<file path="src/rtl/counter_pkg.sv">
// Shared definitions for the counters library.
//   cnt_state_t      : run/halt state of the modulo counter
//   CNT_WIDTH_MIN    : smallest legal counter width
//   FULL_RANGE_CODE  : max_count value that selects the full 2^CNT_WIDTH modulus
package counter_pkg;

   typedef enum logic {
      CNT_RUN  = 1'b0,
      CNT_HALT = 1'b1
   } cnt_state_t;

   localparam int unsigned CNT_WIDTH_MIN = 2;

   // A modulus of 2^CNT_WIDTH cannot be written in CNT_WIDTH bits, so zero
   // stands in for it; the last value is then all ones.
   localparam int unsigned FULL_RANGE_CODE = 0;

endpackage : counter_pkg

</file>
<file path="src/rtl/mod_terminal_detect.sv">
// Combinational terminal decode for the modulo counter.
//   count       in  current count
//   max_count   in  modulus M (0 = 2^CNT_WIDTH)
//   up_dn       in  1 = counting up, 0 = counting down
//   terminal    out count is at the end of its range for this direction
//   start_value out value to restart from: 0 (up) or M-1 (down)
module mod_terminal_detect
   import counter_pkg::*;
#(
   parameter int unsigned CNT_WIDTH = 8
) (
   input  logic [CNT_WIDTH-1:0] count,
   input  logic [CNT_WIDTH-1:0] max_count,
   input  logic                 up_dn,
   output logic                 terminal,
   output logic [CNT_WIDTH-1:0] start_value
);

   localparam logic [CNT_WIDTH-1:0] ONE = {{(CNT_WIDTH-1){1'b0}}, 1'b1};

   logic                 full_range;
   logic [CNT_WIDTH-1:0] last_value;

   always_comb begin
      full_range = (max_count == CNT_WIDTH'(FULL_RANGE_CODE));
      last_value = full_range ? {CNT_WIDTH{1'b1}} : (max_count - ONE);
      // Greater-or-equal so a loaded value beyond M-1 still terminates
      // on its next up step instead of running to the natural wrap.
      terminal    = up_dn ? (count >= last_value) : (count == '0);
      start_value = up_dn ? '0 : last_value;
   end

endmodule : mod_terminal_detect

</file>
<file path="src/rtl/sync_mod_counter.sv">
// Fully synchronous programmable modulo counter (timer / divider).
//   clk        in  clock, posedge
//   clr_n      in  asynchronous active-low reset
//   en         in  count enable
//   up_dn      in  1 = up, 0 = down
//   auto       in  1 = wrap and continue, 0 = one-shot (halt at terminal)
//   sync_clr   in  synchronous clear to the start value (highest priority)
//   load       in  synchronous parallel load of load_val
//   load_val   in  value taken on load (not clamped to the modulus)
//   max_count  in  modulus M, 0 = 2^CNT_WIDTH
//   count      out registered count
//   count_n    out ~count
//   tc         out one-cycle registered terminal-count pulse
//   done       out sticky, high while halted in one-shot mode
//   div_out    out toggles on each terminal step
//   state      out run/halt state, for observation
module sync_mod_counter
   import counter_pkg::*;
#(
   parameter int unsigned CNT_WIDTH = 8
) (
   input  logic                 clk,
   input  logic                 clr_n,
   input  logic                 en,
   input  logic                 up_dn,
   input  logic                 auto,
   input  logic                 sync_clr,
   input  logic                 load,
   input  logic [CNT_WIDTH-1:0] load_val,
   input  logic [CNT_WIDTH-1:0] max_count,
   output logic [CNT_WIDTH-1:0] count,
   output logic [CNT_WIDTH-1:0] count_n,
   output logic                 tc,
   output logic                 done,
   output logic                 div_out,
   output cnt_state_t           state
);

   localparam logic [CNT_WIDTH-1:0] ONE = {{(CNT_WIDTH-1){1'b0}}, 1'b1};

   if (CNT_WIDTH < CNT_WIDTH_MIN) begin : g_width_check
      $error("sync_mod_counter: CNT_WIDTH must be at least 2");
   end

   logic                 terminal;
   logic [CNT_WIDTH-1:0] start_value;

   mod_terminal_detect #(
      .CNT_WIDTH (CNT_WIDTH)
   ) u_detect (
      .count       (count),
      .max_count   (max_count),
      .up_dn       (up_dn),
      .terminal    (terminal),
      .start_value (start_value)
   );

   // count_n is a plain inversion of a flop, so no input reaches it
   // combinationally.
   assign count_n = ~count;

   always_ff @(posedge clk or negedge clr_n) begin
      if (!clr_n) begin
         count   <= '0;
         tc      <= 1'b0;
         done    <= 1'b0;
         div_out <= 1'b0;
         state   <= CNT_RUN;
      end else begin
         // tc is a single-cycle pulse: cleared unless a terminal step
         // happens this cycle.
         tc <= 1'b0;
         if (sync_clr) begin
            count <= start_value;
            done  <= 1'b0;
            state <= CNT_RUN;
         end else if (load) begin
            count <= load_val;
            done  <= 1'b0;
            state <= CNT_RUN;
         end else begin
            case (state)
               CNT_RUN: begin
                  if (en) begin
                     if (terminal) begin
                        tc      <= 1'b1;
                        div_out <= ~div_out;
                        if (auto) begin
                           count <= start_value;
                        end else begin
                           // One-shot: hold the terminal value and freeze.
                           done  <= 1'b1;
                           state <= CNT_HALT;
                        end
                     end else if (up_dn) begin
                        count <= count + ONE;
                     end else begin
                        count <= count - ONE;
                     end
                  end
               end
               CNT_HALT: begin
                  // Frozen until sync_clr or load; en and auto are ignored.
               end
               default: begin
                  state <= CNT_RUN;
               end
            endcase
         end
      end
   end

endmodule : sync_mod_counter
</file>
<file path="config.mk">
export PLATFORM = sky130hd
export DESIGN_NAME = sync_mod_counter
export DESIGN_NICKNAME = d
export VERILOG_FILES = /design/src/rtl/counter_pkg.sv /design/src/rtl/mod_terminal_detect.sv /design/src/rtl/sync_mod_counter.sv
export SDC_FILE = /design/constraint.sdc
export NUM_CORES = 1
export LEC_CHECK = 0
export ABC_AREA = 1
export BUFFER_PORTS_ARGS = -buffer_cell sky130_fd_sc_hd__buf_2
export CORE_ASPECT_RATIO = 1.4
export CORE_UTILIZATION = 48
export DETAILED_ROUTE_END_ITERATION = 8
export GPL_TIMING_DRIVEN = 0
export MAX_ROUTING_LAYER = met4
export PLACE_DENSITY = 0.77
export SYNTH_ARGS = -nofsm -noshare
export SYNTH_HDL_FRONTEND = slang
export SYNTH_SLANG_ARGS = --single-unit
</file>
<file path="constraint.sdc">
create_clock -name clk -period 1.5 [get_ports clk]
set_input_delay 0.225 -clock clk [delete_from_list [all_inputs] [get_ports clk]]
set_output_delay 0.225 -clock clk [all_outputs]
set_load 0.005 [all_outputs]
</file>
==> results_dict.tcl <==
set metrics [dict create \
    start_util_pct 51.3 \
    crit_top_cell "nand2_1" \
    path_clk_slew_ns 0.05 \
    core_sq_um 3150 \
    max_freq_mhz 490 \
    cts_sinks 12 \
    clk_path_buf_depth 2 \
    switching_share_pct 43.6 \
    path_buf_inv 5 \
    portBuffers 40 \
    synth_cell_types 27 \
    die_y_um 70.7 \
    drt_iter0_markers 59 \
    cp_slowest_cell "ha_4" \
    grt_max_degree 17 \
    crit_path_end_kind "flip-flop" \
    diodes 0 \
    met1_usage_pct 28.2 \
    pwr-share-comb_pct 56.3 \
    grt.total_usage_pct 27.9 \
    gp_congestion 0.866 \
    synth_fp_nets 301 \
    grt.met2_usage_pct 50.3 \
    overflow 0 \
    synth_area_per_cell_sq_um 6.20 \
    final_antenna_net_count 0 \
    crit_family "simple AND/OR/NAND/NOR gates" \
    sequentialPowerShare_pct 26.6 \
    peakVddDrop_uv 537 \
    timing.hold.ws_ns 0.248 \
    path_max_fanout 8 \
    slowest_delay_ns 0.21 \
    worst_ep_arrival_time_ns 2.17 \
    hold_path_class "in -> reg" \
    fp-row-count 24 \
    grt_pass1_vias 1783 \
    dieArea_sq_um 3610 \
    routedWlPerCell_um 14.2 \
    p_per_area_nw_per_um2 757 \
    viasPerCell 5.50 \
    path_cells "buf_8, inv_8, ha_4, nand4_4, buf_6, nand3_4, inv_1, ha_4, a21oi_1, nor2_1, nor2_1, nand2_2, buf_6, nand2_8, nand2_1, nand3_1, nand2_1, nand2_1, nand2_1" \
    outcome "finished with violations" \
    utilization_pct 72.0 \
    synth.yosys.warnings 0 \
    synth_cells 261 \
    mostFrequentLayoutCells "nand2_1, buf_2, inv_1" \
    tritoncts "built" \
    first_pass_iters 4 \
    numCtsBuffers 3 \
    layout_commonest_cell "nand2_1" \
    finalMaxSlewViolations 0 \
    postLayoutCellArea_sq_um 2270 \
    critPathKind "in -> reg" \
    ys_seq_area_share_pct 18.6 \
    skew_ns 0.00626 \
    syn_to_final_growth_pct 40.4 \
    wirelength_mm 5.04 \
    placed_area_sq_um 1940 \
    p_int_uw 970 \
    die_w_um 51.1 \
    syn_area_sq_um 1620 \
    busiest_layer "met2" \
    required_ns 1.63 \
    period_needed_ns 2.04 \
    relSlewSlack_pct 76.0 \
    crit_path_start_kind "primary input" \
    route.detailed.drc 0 \
    hpwlAfterDp_mm 3.36 \
    power_frac_clock_pct 17.1 \
    layout_setup_ws_ns -0.542 \
    switchingPower_uw 750 \
    clkLatencyLatePin_ns 0.24 \
    vias 1958 \
    cts_root_buf "clkbuf_8" \
    drive_above_1_share_pct 33.4 \
    met3_usage_pct 3.01 \
    ys_ff_latch 12 \
    hold_viol 0 \
    max_cap_violations 0 \
    antenna_found_initial 0 \
    grt_first_pass_wirelength_mm 7.47 \
    leakage_uw 0.00124 \
    rsz0062_at_grt "true" \
    worst_slew_pin_slew_ns 0.361 \
    setup_viol 12 \
    ioPinCount 43 \
    fin_crit_sh_pct 136 \
    violations "negative setup slack" \
    final_nets 359 \
    htreeDepth 1 \
]
==> per-stage QoR <==
step	cells	worst slack, ns	power [uW]	setup TNS, ns
final	356	-0.542	1720	-5.26
after global routing	356	-0.745	1850	-7.69
after CTS	350	-0.401	1650	-3.84
after detailed placement	340	-0.849	1290	-8.77
after global placement	340	-0.825	1280	-8.45
after floorplan	261	-0.344	1020	-3.22
==> layout make-up <==
class                      instances  area [sq um]
multi-input combinational        203          1300
fill                             259           882
timing repair buffer              53           357
sequential                        12           302
inverter                          40           173
buffer                             6          48.8
tap                               39          48.8
clock buffer                       3          41.3
==> worst reg2reg max path: cells and delay by family (launching register included) <==
kind / cells / cell delay (ns)
AND/OR/NAND/NOR: 12 / 0.81
adder cells (fa/ha/maj): 1 / 0.21
buffers and inverters: 2 / 0.31
flip-flops: 1 / 0.45
==> cell families (layout without fill, tap and decap cells) <==
logic type               Yosys count  count (layout)  share of synthesized area, %
AO/OA/AOI/OAI                     24              24                          7.66
XOR/XNOR                           8               8                          4.33
adder cells (fa/ha/maj)           17              17                          13.6
buffers and inverters             46             102                          12.2
flip-flops                        12              12                          18.6
AND/OR/NAND/NOR                  154             154                          43.6
==> final timing paths <==
check                                     startpoint              endpoint  slack (ns)  cells after the start
worst min-delay path                              en       state$_DFF_PN0_        0.25                      3
max in group asynchronous                      clr_n  count[0]$_DFFE_PN0P_        0.88                      2
worst max-delay path                    max_count[1]  count[5]$_DFFE_PN0P_       -0.54                     19
worst max register to register  count[0]$_DFFE_PN0P_  count[5]$_DFFE_PN0P_       -0.40                     15
min in group asynchronous                      clr_n  count[7]$_DFFE_PN0P_        0.39                      2
worst min register to register   div_out$_DFFE_PN0P_   div_out$_DFFE_PN0P_        0.46                      1
==> metal layers <==
metal / part of all wire (%) / up-vias
li1: - / 950
met1: 37 / 882
met2: 52 / 102
met3: 5.8 / 24
met4: 4.8 / 0
met5: 0 / -
==> state kept, by name, summed over array words and instances, names as in the netlist <==
register  flops
done          1
state         1
count         8
div_out       1
tc            1
==> power by group through the flow <==
stage	registers (uW)	logic [uW]	clock network, uW
final	457	968	294
after global routing	465	1080	302
after CTS	454	904	292
after detailed placement	456	833	0
after global placement	457	821	0
after floorplan	439	585	0
==> Yosys cell counts <==
| cell | number | share of area, % |
|---|---|---|
| inv_2 | 2 | 0.46 |
| nand2b_1 | 1 | 0.39 |
| nand4_2 | 2 | 1.5 |
| buf_2 | 2 | 0.62 |
| nor2_1 | 19 | 4.4 |
| xnor2_1 | 4 | 2.2 |
| dfrtp_1 | 12 | 19 |
| a21oi_1 | 15 | 4.6 |
| buf_6 | 3 | 2.1 |
| xor2_1 | 4 | 2.2 |
| nand4_1 | 7 | 2.7 |
| ha_1 | 16 | 12 |
| nand3_1 | 30 | 9.3 |
| fa_1 | 1 | 1.2 |
| nand2_8 | 1 | 1.2 |
| o21ai_0 | 7 | 2.2 |
| nand2_1 | 88 | 20 |
| o21ai_1 | 1 | 0.31 |
| nor2_4 | 2 | 1.4 |
| nand2_2 | 1 | 0.39 |
| nor2_2 | 1 | 0.39 |
| nand3_4 | 1 | 1.1 |
| o21ai_2 | 1 | 0.54 |
| clkinv_1 | 1 | 0.23 |
| clkbuf_1 | 1 | 0.23 |
| inv_1 | 37 | 8.6 |
| or2_2 | 1 | 0.39 |
==> timing repair <==
item,CTS,global route
hold endpoints to repair,12,0
pin swaps,8,17
setup buffers,4,6
resized for setup,31,19
gates cloned,2,0
setup endpoints to repair,12,12
hold buffers,1,0
No activity file was read; power rests on OpenSTA's default activity.
